### config.mk
export PLATFORM = sky130hd
export DESIGN_NAME = tmds_decoder_align
export DESIGN_NICKNAME = d
export VERILOG_FILES = /design/src/rtl/tmds_decoder_align_pkg.sv /design/src/rtl/tmds_symbol_decode.sv /design/src/rtl/tmds_decoder_align.sv
export SDC_FILE = /design/constraint.sdc
export NUM_CORES = 1
export LEC_CHECK = 0
export BUFFER_PORTS_ARGS = -buffer_cell sky130_fd_sc_hd__buf_4
export CORE_MARGIN = 4
export CORE_UTILIZATION = 61
export DETAILED_ROUTE_END_ITERATION = 16
export HOLD_SLACK_MARGIN = 0.12
export PLACE_DENSITY_LB_ADDON = 0.12
export SYNTH_ARGS = -nofsm -noshare
export SYNTH_HDL_FRONTEND = slang
export SYNTH_SLANG_ARGS = --single-unit
export TNS_END_PERCENT = 100
### constraint.sdc
create_clock -name pixelclk -period 4.24 [get_ports pixelclk]
set_clock_uncertainty 0.05 [all_clocks]
set_input_delay 0.424 -clock pixelclk [delete_from_list [all_inputs] [get_ports pixelclk]]
set_output_delay 0.424 -clock pixelclk [all_outputs]
set_load 0.05 [all_outputs]
### src/rtl/tmds_decoder_align_pkg.sv
// Shared TMDS receive definitions: control tokens, alignment FSM states, decoded symbol struct.
// Token values are shared with the transmit-side encoder and must stay bit-identical to it.
package tmds_decoder_align_pkg;

  localparam logic [9:0] CTRL_TOKEN_00 = 10'b1101010100;
  localparam logic [9:0] CTRL_TOKEN_01 = 10'b0010101011;
  localparam logic [9:0] CTRL_TOKEN_10 = 10'b0101010100;
  localparam logic [9:0] CTRL_TOKEN_11 = 10'b1010101011;

  typedef enum logic [1:0] {
    ST_SEARCH = 2'd0,
    ST_SLIP   = 2'd1,
    ST_WAIT   = 2'd2,
    ST_LOCKED = 2'd3
  } align_state_t;

  typedef struct packed {
    logic       is_ctrl;
    logic [1:0] ctrl;     // {c1, c0}
    logic [7:0] dat;
  } sym_t;

endpackage

### src/rtl/tmds_symbol_decode.sv
// Combinational TMDS symbol decode: 10-bit word -> control-token flag, {c1,c0} and 8-bit data.
// Zero latency; no flow control.
module tmds_symbol_decode
  import tmds_decoder_align_pkg::*;
(
  input  logic [9:0] din,
  output sym_t       sym
);

  logic [7:0] q;

  always_comb begin
    q   = din[9] ? ~din[7:0] : din[7:0];
    sym = '0;
    sym.dat[0] = q[0];
    // din[8] tells whether the encoder chained with XOR or XNOR
    for (int i = 1; i < 8; i++) begin
      sym.dat[i] = din[8] ? (q[i] ^ q[i-1]) : ~(q[i] ^ q[i-1]);
    end
    case (din)
      CTRL_TOKEN_00: begin sym.is_ctrl = 1'b1; sym.ctrl = 2'b00; end
      CTRL_TOKEN_01: begin sym.is_ctrl = 1'b1; sym.ctrl = 2'b01; end
      CTRL_TOKEN_10: begin sym.is_ctrl = 1'b1; sym.ctrl = 2'b10; end
      CTRL_TOKEN_11: begin sym.is_ctrl = 1'b1; sym.ctrl = 2'b11; end
      default: ;
    endcase
  end

endmodule

### src/rtl/tmds_decoder_align.sv
// Per-channel TMDS receiver: bitslip-driven word alignment on control tokens, then symbol decode.
// Latency 2 cycles din -> dout/c0/c1/de; free-running, no backpressure.
module tmds_decoder_align
  import tmds_decoder_align_pkg::*;
#(
  parameter int SEARCH_CYCLES = 1024,
  parameter int SLIP_WAIT     = 8,
  parameter int LOCK_RUN      = 8,
  parameter int LOSS_CYCLES   = 4096
) (
  input  logic       pixelclk,
  input  logic       rst,
  input  logic [9:0] din,
  output logic [7:0] dout,
  output logic       c0,
  output logic       c1,
  output logic       de,
  output logic       bitslip,
  output logic       locked,
  output logic [3:0] slip_cnt
);

  localparam int TIMER_W = $clog2(SEARCH_CYCLES) + 1;
  localparam int RUN_W   = $clog2(LOCK_RUN) + 1;
  localparam int WAIT_W  = $clog2(SLIP_WAIT) + 1;
  localparam int LOSS_W  = $clog2(LOSS_CYCLES) + 1;

  localparam logic [TIMER_W-1:0] TIMER_LAST = TIMER_W'(SEARCH_CYCLES - 1);
  localparam logic [RUN_W-1:0]   RUN_LAST   = RUN_W'(LOCK_RUN - 1);
  localparam logic [WAIT_W-1:0]  WAIT_LAST  = WAIT_W'(SLIP_WAIT - 1);
  localparam logic [LOSS_W-1:0]  LOSS_LAST  = LOSS_W'(LOSS_CYCLES - 1);

  logic [9:0]         din_q;
  sym_t               sym;
  align_state_t       state, state_nxt;
  logic [TIMER_W-1:0] timer;
  logic [RUN_W-1:0]   run;
  logic [WAIT_W-1:0]  wait_cnt;
  logic [LOSS_W-1:0]  loss;
  logic               run_done, timer_done, wait_done, loss_done;
  logic               bitslip_nxt;

  always_ff @(posedge pixelclk) begin
    if (rst) din_q <= '0;
    else     din_q <= din;
  end

  tmds_symbol_decode u_sym_dec (
    .din (din_q),
    .sym (sym)
  );

  assign run_done   = sym.is_ctrl && (run == RUN_LAST);
  assign timer_done = (timer == TIMER_LAST);
  assign wait_done  = (wait_cnt == WAIT_LAST);
  assign loss_done  = !sym.is_ctrl && (loss == LOSS_LAST);

  always_ff @(posedge pixelclk) begin
    if (rst) state <= ST_SEARCH;
    else     state <= state_nxt;
  end

  // A completed token run takes priority over a simultaneous search timeout
  always_comb begin
    state_nxt = state;
    case (state)
      ST_SEARCH: begin
        if (run_done)        state_nxt = ST_LOCKED;
        else if (timer_done) state_nxt = ST_SLIP;
      end
      ST_SLIP:   state_nxt = ST_WAIT;
      ST_WAIT:   if (wait_done) state_nxt = ST_SEARCH;
      ST_LOCKED: if (loss_done) state_nxt = ST_SEARCH;
      default:   state_nxt = ST_SEARCH;
    endcase
  end

  always_comb begin
    bitslip_nxt = (state == ST_SLIP);
    locked      = (state == ST_LOCKED);
  end

  // The pulse is registered out of SLIP so a reset landing in SLIP suppresses it
  always_ff @(posedge pixelclk) begin
    if (rst) begin
      bitslip  <= 1'b0;
      slip_cnt <= '0;
      timer    <= '0;
      run      <= '0;
      wait_cnt <= '0;
      loss     <= '0;
    end else begin
      bitslip  <= bitslip_nxt;
      if (state == ST_SLIP) slip_cnt <= (slip_cnt == 4'd9) ? 4'd0 : slip_cnt + 4'd1;
      timer    <= (state == ST_SEARCH && state_nxt == ST_SEARCH) ? timer + TIMER_W'(1) : '0;
      run      <= (state == ST_SEARCH && state_nxt == ST_SEARCH && sym.is_ctrl) ? run + RUN_W'(1) : '0;
      wait_cnt <= (state == ST_WAIT && state_nxt == ST_WAIT) ? wait_cnt + WAIT_W'(1) : '0;
      loss     <= (state == ST_LOCKED && state_nxt == ST_LOCKED && !sym.is_ctrl) ? loss + LOSS_W'(1) : '0;
    end
  end

  // c0/c1 keep the last token value across data periods
  always_ff @(posedge pixelclk) begin
    if (rst || state != ST_LOCKED) begin
      dout <= '0;
      de   <= 1'b0;
      c0   <= 1'b0;
      c1   <= 1'b0;
    end else if (sym.is_ctrl) begin
      dout     <= '0;
      de       <= 1'b0;
      {c1, c0} <= sym.ctrl;
    end else begin
      dout <= sym.dat;
      de   <= 1'b1;
    end
  end

endmodule

After elaboration in Yosys (flattened, before gate mapping)
Cells that the tools add are included.
{"block": "totals", "regBits": 60}
{"block": "op_classes", "n_addsub": 5, "eq_ne": 15, "muxes": 16, "bitwise": 19, "n_reduce_logical": 16}
{"operator": "$eq 10x10->1 const B", "n": 2}
{"operator": "$add 13x1->13 const B", "n": 1}
{"operator": "$eq 13x12->1 const B", "n": 1}
{"operator": "$add 4x1->4 const B", "n": 3}
{"operator": "$pmux 3 s4", "n": 1}
{"operator": "$add 11x1->11 const B", "n": 1}
{"operator": "$eq 11x10->1 const B", "n": 1}
{"operator": "$not 1->1", "n": 11}
{"operator": "$eq 10x8->1 const B", "n": 1}
{"operator": "$eq 10x9->1 const B", "n": 1}
{"operator": "$reduce_or 2->1", "n": 5}
{"operator": "$eq 2x2->1 const B", "n": 4}
{"operator": "$eq 4x3->1 const B", "n": 2}
{"operator": "$mux 1", "n": 8}
{"operator": "$mux 2", "n": 4}
{"operator": "$mux 8", "n": 1}
{"operator": "$not 8->8", "n": 1}
{"operator": "$pmux 2 s4", "n": 1}
{"operator": "$logic_and 1x1->1", "n": 7}
{"operator": "$xor 1x1->1", "n": 7}
{"operator": "$eq 4x4->1 const B", "n": 1}
{"operator": "$logic_not 2->1", "n": 2}
{"operator": "$mux 4", "n": 1}
{"operator": "$eq 2x1->1 const B", "n": 1}
{"operator": "3 further kinds", "n": 3}

Longest topological paths before layout
{"block": "logic_depth", "depth_word": 11, "mapped_depth": 6}

Cells and area by module
From an unflattened synthesis, not the netlist that was laid out.
{"block": "unflattened", "cells_unflattened": 245, "hier_area_um2": 2399.8}
{"module": "tmds_decoder_align", "n_inst": 1, "cells_each": 221, "area_each_um2": 2183.3, "seq_area_each_um2": 1201.2}
{"module": "tmds_symbol_decode", "n_inst": 1, "cells_each": 24, "area_each_um2": 216.5, "seq_area_each_um2": 0.0}

Least setup slack after synthesis
No wires, ideal clock.
{"block": "synth_path", "path_kind": "register to register", "start": "reg loss[0]", "end": "reg state[0]", "arrival_ns": 1.737, "t_required_ns": 4.070, "slack_ns": 2.333, "stages_incl_launch_ff": 6, "synth_period_minus_slack_ns": 1.907, "cell_sequence": "dfxtp_1 > ha_1 > nand4_2 > or4_4 > o31a_1 > a211o_1"}
{"block": "synth_via", "elab_chain_cells": 4}
{"item": "from (decl)", "line_no": "tmds_decoder_align.sv:39", "rtl": "logic [LOSS_W-1:0] loss;"}
{"item": "from (signal assigned)", "line_no": "tmds_decoder_align.sv:98", "rtl": "loss <= (state == ST_LOCKED && state_nxt == ST_LOCKED && !sym.is_ctrl) ? loss + LOSS_W'(1) : '0;"}
{"item": "$eq 13x12->1", "line_no": "tmds_decoder_align.sv:56", "rtl": "assign loss_done = !sym.is_ctrl && (loss == LOSS_LAST);"}
{"item": "$logic_and 1x1->1", "line_no": "tmds_decoder_align.sv:56"}
{"item": "$mux 2", "line_no": "tmds_decoder_align.sv:73", "rtl": "ST_LOCKED: if (loss_done) state_nxt = ST_SEARCH;"}
{"item": "$pmux 2 s4", "line_no": "tmds_decoder_align.sv:66", "rtl": "case (state)"}
{"item": "to (signal assigned)", "line_no": "tmds_decoder_align.sv:60", "rtl": "else state <= state_nxt;"}
{"item": "to (decl)", "line_no": "tmds_decoder_align.sv:35", "rtl": "align_state_t state, state_nxt;"}
Every way passes these cells.
A chain may end at the register's enable or synchronous reset.

Worst setup path after layout
{"block": "layout_path", "start": "reg din_q[8]", "end": "reg timer[9]"}
{"block": "layout_via", "elab_chain_cells": 10, "word_cells_on_any_way": 15, "classes_between": "4 x eq/ne; 4 x mux; 1 x bitwise; 6 x reduce/logical"}
{"item": "from (decl)", "line_no": "tmds_decoder_align.sv:33", "rtl": "logic [9:0] din_q;"}
{"item": "from (signal assigned)", "line_no": "tmds_decoder_align.sv:45", "rtl": "else din_q <= din;"}
{"item": "$eq 10x10->1, or another cell as far along", "line_no": "tmds_symbol_decode.sv:20", "rtl": "case (din)"}
{"item": "$pmux 3 s4 *", "line_no": "tmds_symbol_decode.sv:20"}
{"item": "$logic_not 1->1", "line_no": "tmds_decoder_align.sv:56"}
{"item": "$logic_and 1x1->1", "line_no": "tmds_decoder_align.sv:56"}
{"item": "$mux 2", "line_no": "tmds_decoder_align.sv:73"}
{"item": "$pmux 2 s4 *", "line_no": "tmds_decoder_align.sv:66"}
{"item": "$logic_not 2->1 *", "line_no": "tmds_decoder_align.sv:95", "rtl": "timer <= (state == ST_SEARCH && state_nxt == ST_SEARCH) ? timer + TIMER_W'(1) : '0;"}
{"item": "$logic_and 1x1->1 *", "line_no": "tmds_decoder_align.sv:95"}
{"item": "$not 1->1 (no line) *"}
{"item": "$reduce_or 2->1 (no line) *"}
{"item": "to (signal assigned)", "line_no": "tmds_decoder_align.sv:95"}
{"item": "to (decl)", "line_no": "tmds_decoder_align.sv:36", "rtl": "logic [TIMER_W-1:0] timer;"}
Mark *: on every way between the ends. The rest lies on a longest branch, timed or not.

==> metrics.txt <==
status finished, final reports clean; RSZ-0062 raised after global routing false; commonest non-fill, non-tap cell in the layout dfxtp_1; Worst VDD drop approximately 0.37 mV; setup tns final 0 ns; CP arrival approximately 2.3 ns; Detailed Route WL about 4200 µm; CTS tree built; post-synthesis compound-gate area fraction 3.97%; Synth Flop Type dfxtp_1; Initial Utilization 64.0%; initial antenna violation count 0; WS Path Type reg -> reg; global-route wire length before repair ~7300 µm; GRT Total Usage a little under a fifth; crit path launch din_q[8]; Worst Setup Start Kind flip-flop; Worst Tran Pin Value between 0.7 and 0.8 ns; Max Buffers Root-to-Sink 2; Post-CTS Setup Repair Bufs 0; fraction of registers with async set/reset 0%; reg-to-reg startpoint din_q[8]; Cell variety after synth 38; Max Cap Viol 0; non-filler instance count after layout roughly 330; Root Buffer clkbuf_8; area grow syn2layout 19.8%; Worst Path Required ~4.4 ns; Hold Violations, Final 0; DRT Pass-1 Iters 6; #FFs+latches synth 60; Routed Antenna Nets 0; core outline area between 0.003 and 0.004 mm²; simple-gate share of the synthesized area between 20% and 30%; share of cells above drive strength 1 between 10% and 20%; Clock Sinks 60; crit-path max FO 16; # rows 22; post-synthesis mux area share 0.424%; f_max approximately 450 MHz; HPWL Detailed a little under 3000 µm; minimum clock period 2.21 ns; synthesized area 0.00236 mm²; Seq/Total Area, Yosys about 51%; P per Cell Area 414 mW/mm²; Max Slew Vio Count 0; Cells after Synth about 250; yosys warns 0; main combinational cell family by area after synthesis simple AND/OR/NAND/NOR gates; via count between 1500 and 2000; Adder-Cell Fraction of Synth Area approximately 2.1%; EDFF count, synth 0; FF-to-FF End timer[9]; vias in the first global route between 1500 and 2000; routed len/inst approximately 13 µm; worst hold-check path type in -> reg; Die Y around 70 µm; highest-count cells in the layout ignoring fill and taps dfxtp_1 (60), nor2_1 (32), buf_4 (29), xnor2_1 (26), nor3_1 (15); CP Capture Point timer[9]; CTS-repair resized insts 0; vias per inst 5.30; Worst-path clk slew roughly 0.06 ns; Synth Net Count 261; Final Setup Violations 0; CTS buffer count 9; H-tree depth 3; Die Wd ~70 µm; Fillers around 280; FF-to-FF setup slack 2.03 ns; largest net degree at the start of global routing 20; cell count after placement 316; Avg Cell Area, Syn 9.64 µm²; die footprint a little under 0.005 mm²; DR iter-0 viols about 100; ANT cells 0; GPL Wtd Cong ~0.75; port buffer count 28; I/O pin count 29; final routed DRC violation total 0; gr ovfl total 0; Final nets slightly below 300; CP endpoint kind flip-flop; hold_buf cts 0; reg2reg path depth 4; Tcrit/Tclk final between 50% and 60%; leakage around 1.1 nW; Synth Area in XOR/XNOR 13.3%; clock latency on the worst-skew pair around 0.33 ns; Worst slew margin 49.0%
==> cell type report <==
cell class / instances / area [µm²] / share of cell area, %
timing repair buffer: 29 / 218 / 7.70
inverter: 8 / 30.0 / 1.06
clock buffer: 11 / 141 / 5.00
multi-input combinational: 171 / 1100 / 39.0
tap: 48 / 60.1 / 2.12
clock inverter: 5 / 75.1 / 2.65
sequential: 60 / 1200 / 42.5
==> sequential cells by signal, summed over array words and instances (netlist names) <==
register / cells
de: 1
slip_cnt: 4
bitslip: 1
c1: 1
wait_cnt: 4
state: 2
dout: 8
loss: 13
run: 4
din_q: 10
c0: 1
timer: 11
==> critical path, cell delays in order (launching register included) <==
cell and delay [ns]:
dfxtp_1 0.50, nor4b_1 0.41, nand4b_1 0.27, a21oi_2 0.66
nor3_1 0.16
==> how the worst min path moves through the flow <==
stage / start / endpoint / slack, ns / cells past startpoint
floorplan: wait_cnt[0] / wait_cnt[0] / 0.37 / 1
global placement: wait_cnt[0] / wait_cnt[0] / 0.38 / 1
detailed placement: wait_cnt[0] / wait_cnt[0] / 0.39 / 1
CTS: din[3] / din_q[3] / 0.25 / 2
global route: din[1] / din_q[1] / 0.25 / 2
finish: din[3] / din_q[3] / 0.25 / 2
==> layer usage <==
| metal | wire, µm | GRT usage [%] | vias to the layer above | share of wire (%) |
|---|---|---|---|---|
| met3 | 176 | 4.32 | 8 | 4.2 |
| met2 | 2010 | 29.0 | 30 | 48 |
| li1 | - | - | 913 | - |
| met4 | 64 | 10.9 | 0 | 1.5 |
| met1 | 1900 | 22.7 | 808 | 46 |
| met5 | 0 | 0 | - | 0 |
==> cells in the mapped netlist, types with 5 or more instances <==
| master | number | share of area, % |
|---|---|---|
| a21oi_1 | 5 | 1.1 |
| nor3_1 | 15 | 3.2 |
| xnor2_1 | 26 | 9.6 |
| nor2b_1 | 13 | 3.4 |
| inv_1 | 8 | 1.3 |
| dfxtp_1 | 60 | 51 |
| nor4_1 | 6 | 1.6 |
| nand3_1 | 13 | 2.8 |
| nand4_1 | 5 | 1.3 |
| nor2_1 | 32 | 5.1 |
| xor2_1 | 10 | 3.7 |
| nand2_1 | 9 | 1.4 |
==> cell families (layout without fill, tap and decap cells) <==
family | Yosys count | after routing
compound gates | 14 | 14
xor+xnor | 36 | 36
fa+ha+maj | 4 | 4
buf+inv | 14 | 53
flops | 60 | 60
mux | 1 | 1
simple gates | 116 | 116
==> per-stage QoR <==
step | util [%] | hold WS, ns | total power (W) | setup slack (ns) | instance area, µm²
finish | 76.7 | 0.254 | 0.00117 | 2.03 | 2830
global route | 76.7 | 0.248 | 0.00121 | 1.80 | 2830
CTS | 76.7 | 0.245 | 0.00118 | 2.00 | 2830
detailed placement | 70.8 | 0.392 | 0.000632 | 2.02 | 2610
global placement | 70.8 | 0.384 | 0.000631 | 2.06 | 2610
floorplan | - | 0.368 | 0.000619 | 2.33 | 2360
==> power by group <==
group / total [W] / switching [W] / internal, W
registers: 0.000581 / 0.00000903 / 0.000572
logic: 0.0000385 / 0.0000154 / 0.0000231
clock network: 0.000552 / 0.000208 / 0.000344
Power figures use the tool's default switching activity.
